$ cat config.mk
export PLATFORM = sky130hd
export DESIGN_NAME = hs_ram_responder
export DESIGN_NICKNAME = d
export VERILOG_FILES = /design/src/rtl/hs_ram_responder.sv
export SDC_FILE = /design/constraint.sdc
export NUM_CORES = 1
export LEC_CHECK = 0
export CORE_ASPECT_RATIO = 2
export CORE_UTILIZATION = 32
export CTS_BUF_LIST = sky130_fd_sc_hd__clkbuf_8
export DETAILED_ROUTE_END_ITERATION = 8
export HOLD_SLACK_MARGIN = 0.06
export SYNTH_ARGS = -nofsm -noshare
export SYNTH_HDL_FRONTEND = slang
export SYNTH_SLANG_ARGS = --single-unit
$ cat constraint.sdc
create_clock -name clock -period 5.2 [get_ports clock]
set_input_delay 1.04 -clock clock [delete_from_list [all_inputs] [get_ports clock]]
set_output_delay 1.04 -clock clock [all_outputs]
set_load 0.02 [all_outputs]
$ cat src/rtl/hs_ram_responder.sv
// rtl/hs_ram_responder.sv - ready/strobe RAM responder with power-up clear and fixed-latency channels
module hs_ram_responder #(
    parameter int ADDR_WIDTH = 4,
    parameter int DATA_WIDTH = 8,
    parameter int WRITE_LAT  = 2,
    parameter int READ_LAT   = 2
) (
    input  logic                  clock,
    input  logic                  reset,
    input  logic                  write,
    input  logic [ADDR_WIDTH-1:0] WriteAddr,
    input  logic [DATA_WIDTH-1:0] WriteData,
    output logic                  WriteReady,
    input  logic                  read,
    input  logic [ADDR_WIDTH-1:0] ReadAddr,
    output logic [DATA_WIDTH-1:0] ReadData,
    output logic                  ReadReady,
    output logic                  ReadValid
);

    localparam int DEPTH = 1 << ADDR_WIDTH;

    // Latencies fit in four bits; a counter value of one means "completes on this edge".
    localparam logic [3:0] WR_LAT = 4'(WRITE_LAT);
    localparam logic [3:0] RD_LAT = 4'(READ_LAT);

    localparam logic [ADDR_WIDTH-1:0] LAST_ADDR = '1;
    localparam logic [ADDR_WIDTH-1:0] ADDR_ONE  = {{(ADDR_WIDTH-1){1'b0}}, 1'b1};

    typedef enum logic [1:0] {
        ST_INIT = 2'd0,
        ST_IDLE = 2'd1,
        ST_BUSY = 2'd2
    } chan_state_t;

    logic [DATA_WIDTH-1:0] mem [DEPTH];

    logic [ADDR_WIDTH-1:0] clr_ptr;
    logic                  clr_active;
    logic                  clr_last;

    chan_state_t           wr_state;
    chan_state_t           wr_state_next;
    logic [3:0]            wr_cnt;
    logic [3:0]            wr_cnt_next;
    logic                  wr_accept;
    logic                  wr_commit;
    logic [ADDR_WIDTH-1:0] wr_addr_q;
    logic [DATA_WIDTH-1:0] wr_data_q;

    chan_state_t           rd_state;
    chan_state_t           rd_state_next;
    logic [3:0]            rd_cnt;
    logic [3:0]            rd_cnt_next;
    logic                  rd_accept;
    logic                  rd_done;
    logic [ADDR_WIDTH-1:0] rd_addr_q;
    logic                  rd_bypass;

    // Both channels sit in INIT together, so the write channel state alone gates the clear sweep.
    assign clr_active = (wr_state == ST_INIT);
    assign clr_last   = (clr_ptr == LAST_ADDR);

    // A read completing on the edge that commits the same address sees the new data.
    assign rd_bypass  = wr_commit && (wr_addr_q == rd_addr_q);

    // Clear pointer walks the array once after every reset.
    always_ff @(posedge clock) begin
        if (!reset) begin
            clr_ptr <= '0;
        end else if (clr_active) begin
            clr_ptr <= clr_ptr + ADDR_ONE;
        end
    end

    // Write channel next-state: accept in IDLE, count down in BUSY, commit when the count expires.
    always_comb begin
        wr_state_next = wr_state;
        wr_cnt_next   = wr_cnt;
        wr_accept     = 1'b0;
        wr_commit     = 1'b0;
        case (wr_state)
            ST_INIT: begin
                if (clr_last) begin
                    wr_state_next = ST_IDLE;
                end
            end
            ST_IDLE: begin
                if (write) begin
                    wr_accept     = 1'b1;
                    wr_cnt_next   = WR_LAT;
                    wr_state_next = ST_BUSY;
                end
            end
            ST_BUSY: begin
                if (wr_cnt == 4'd1) begin
                    wr_commit     = 1'b1;
                    wr_state_next = ST_IDLE;
                end else begin
                    wr_cnt_next = wr_cnt - 4'd1;
                end
            end
            default: begin
                wr_state_next = ST_INIT;
            end
        endcase
    end

    // Write channel state, counter, registered ready and request capture.
    always_ff @(posedge clock) begin
        if (!reset) begin
            wr_state   <= ST_INIT;
            wr_cnt     <= '0;
            WriteReady <= 1'b0;
            wr_addr_q  <= '0;
            wr_data_q  <= '0;
        end else begin
            wr_state   <= wr_state_next;
            wr_cnt     <= wr_cnt_next;
            WriteReady <= (wr_state_next == ST_IDLE);
            if (wr_accept) begin
                wr_addr_q <= WriteAddr;
                wr_data_q <= WriteData;
            end
        end
    end

    // Read channel next-state: same shape as the write side, completion replaces commit.
    always_comb begin
        rd_state_next = rd_state;
        rd_cnt_next   = rd_cnt;
        rd_accept     = 1'b0;
        rd_done       = 1'b0;
        case (rd_state)
            ST_INIT: begin
                if (clr_last) begin
                    rd_state_next = ST_IDLE;
                end
            end
            ST_IDLE: begin
                if (read) begin
                    rd_accept     = 1'b1;
                    rd_cnt_next   = RD_LAT;
                    rd_state_next = ST_BUSY;
                end
            end
            ST_BUSY: begin
                if (rd_cnt == 4'd1) begin
                    rd_done       = 1'b1;
                    rd_state_next = ST_IDLE;
                end else begin
                    rd_cnt_next = rd_cnt - 4'd1;
                end
            end
            default: begin
                rd_state_next = ST_INIT;
            end
        endcase
    end

    // Read channel state, counter, registered ready/valid and returned data.
    always_ff @(posedge clock) begin
        if (!reset) begin
            rd_state  <= ST_INIT;
            rd_cnt    <= '0;
            ReadReady <= 1'b0;
            ReadValid <= 1'b0;
            ReadData  <= '0;
            rd_addr_q <= '0;
        end else begin
            rd_state  <= rd_state_next;
            rd_cnt    <= rd_cnt_next;
            ReadReady <= (rd_state_next == ST_IDLE);
            ReadValid <= rd_done;
            if (rd_accept) begin
                rd_addr_q <= ReadAddr;
            end
            if (rd_done) begin
                ReadData <= rd_bypass ? wr_data_q : mem[rd_addr_q];
            end
        end
    end

    // Array port: zero fill during INIT, otherwise the pending write commit; nothing lands on a reset edge.
    always_ff @(posedge clock) begin
        if (reset) begin
            if (clr_active) begin
                mem[clr_ptr] <= '0;
            end else if (wr_commit) begin
                mem[wr_addr_q] <= wr_data_q;
            end
        end
    end

endmodule
==> results.toml <==
[run_status]
status = "complete, no violations"

[critical_path]
r2r.worst_path.cells = 5
worst_ep_required_time_ns = 5.29
critPathMaxStageDelay_ns = 0.72
cp.arrival_ns = 3.32
start_kind = "input pin"
rrSetupSlack_ns = 2.44
crit_chain = "clkdlybuf4s50_1, and3b_1, and4_1, o21ai_1, nor2_1"
worstSetupPathType = "input pin to register"
worst-path-max-fanout = 16
cp-end-kind = "register"
critPathSlowestCell = "clkdlybuf4s50_1"

[timing]
drv_slew = 0
period_needed_ns = 3.23
finalClockSkew_ns = 0.0110
fmax_mhz = 309
hold_viol = 0
setup_tns_ns = 0
fin_crit_sh_pct = 62.2
hold_ws_ns = 0.509
setup_viol = 0
slew_headroom_pct = 41.2
rsz0062_at_grt = "false"
tightest_slew_ns = 0.880

[logic_synthesis]
ys_warn_count = 0
synth_seq_cells = 180
async_flop_share_pct = 0
synthCells = 482
synth-seq-area-share_pct = 67.2
yosys.area.top_type_share_pct = 55.3
synth_ff_type = "edfxtp_1"
syn_area_um2 = 7390
postSynthNetCount = 507
yosys-top-cells-area = "edfxtp_1, dfxtp_1, mux4_2"
yosys.area.top_type = "edfxtp_1"
synth_cell_types = 50
syn-mean-instance-area_um2 = 15.3
synth_edf_count = 136

[cells_and_area]
fin_area_um2 = 8340
drive_gt1_share_pct = 16.2
final_cell_mix = "edfxtp_1, nand2_1, dfxtp_1"
area.growth.synth_to_final_pct = 12.9
nNetsFinal = 532
mostFrequentLayoutCell = "edfxtp_1"
antenna_cells = 0

[global_route]
grt.total_usage_pct = 15.2
antenna_found_initial = 0
grt-ovfl-total = 0
grt_max_degree = 35
grt_pass1_wl_um = 25000
grt_pass1_vias = 4275

[placed_design]
dpl_cell_area_um2 = 7900
place_congestion = 0.837
dp_hpwl_um = 12200
io_buffers = 30

[die]
rows = 78
die_h_um = 217
die-area_um2 = 23700
die_w_um = 109
ios = 31
start_util_pct = 32.6
core_area_um2 = 22600

[routing]
ant_nets = 0
wirelength_um = 16500
vias_per_cell = 5.05
drc = 0
drtIter0Drc = 243
first_pass_iters = 4
wl_per_cell_um = 20.6
routed-via-count = 4036

[clock_tree]
hold_buffers = 0
cts_made_buffers = 17
cts_sinks = 180
cts_root_buf = "clkbuf_8"
clk_latency_ns = 0.46
clock_path_buffers = 2
htree_levels = 4
cts_tree = "built"
clkSlewWorstSetupHoldPaths_ns = 0.09
postCtsSetupBuffers = 0
cts_resized = 0

[power_and_ir_drop]
peakVddDrop_mv = 0.243
p_leak_uw = 0.00264
powerDensity_nw_per_um2 = 314

[hold_path]
hold_class = "register to register"
whs_path_depth = 0

[flow_run]
cap_violations = 0
-- Yosys cell counts (all sizes together) (6+ instances only) --
master and instances:
a21boi 19, a21oi 15, a221oi 7, and3 11, buf 15, clkbuf 13, dfxtp 44, edfxtp 136
inv 10, mux2 11, mux2i 16, mux4 32, nand2 46, nor2 23, nor2b 6, o21ai 16
-- flip-flops by register name (all words and copies together) (netlist names), named ones only --
| name | cells |
|---|---|
| ReadReady | 1 |
| mem | 128 |
| ReadValid | 1 |
| wr_state | 2 |
| wr_addr_q | 4 |
| wr_cnt | 4 |
| WriteReady | 1 |
| wr_data_q | 8 |
| rd_state | 2 |
| rd_cnt | 4 |
| rd_addr_q | 4 |
| clr_ptr | 4 |
-- kinds of logic (layout without fill, tap and decap cells) --
group / count (synthesis) / in the layout / share of synthesized area (%)
and+or+nand+nor: 124 / 124 / 8.61
AOI/OAI and AO/OA: 69 / 69 / 6.18
buffers and inverters: 38 / 76 / 2.71
muxes: 59 / 59 / 13.6
xor gates and xnor gates: 7 / 7 / 0.830
adders and majority gates: 5 / 5 / 0.847
DFF: 180 / 180 / 67.2
-- area by class of cell --
type / instances / area [um^2]
Fill cell: 2125 / 14300
Inverter: 10 / 37.5
Tap cell: 280 / 350
Timing Repair Buffer: 34 / 330
Multi-Input combinational cell: 264 / 2220
Clock inverter: 13 / 171
Sequential cell: 180 / 4960
Clock buffer: 19 / 262
-- stage by stage --
stage / util (%) / setup slack [ns] / cells / power (uW)
after global placement: 34.9 / 1.62 / 768 / 1640
after floorplan: - / 2.56 / 482 / 1610
after detailed placement: 34.9 / 1.49 / 768 / 1640
after CTS: 36.8 / 1.99 / 800 / 2630
after global routing: 36.8 / 1.77 / 800 / 2700
final: 36.8 / 1.97 / 800 / 2620
-- path summary, 6_finish.rpt --
check / endpoint / startpoint
hold / removal: register / wr_data_q[4]
setup reg to reg: mem[10][3] / wr_cnt[0]
hold reg to reg: register / wr_data_q[4]
setup / recovery: mem[10][3] / reset
-- critical path, delay by kind of cell --
family	cells	cell delay (ns)
and+or+nand+nor	3	1.40
buffers and inverters	1	0.72
AOI/OAI and AO/OA	1	0.16
-- per-layer routing --
layer | track usage (%) | routed length (um) | vias up
met5 | 0 | 0 | -
met4 | 11.1 | 1050 | 0
met3 | 2.82 | 424 | 30
met2 | 28.9 | 9770 | 97
met1 | 13.6 | 5230 | 2021
li1 | - | - | 1888
-- power by group --
part	internal, uW	switching [uW]	total, uW
Sequential	1540	6.60	1540
Combinational	28.5	33.3	61.7
Clock	507	504	1010
No activity file was read; power rests on OpenSTA's default activity.
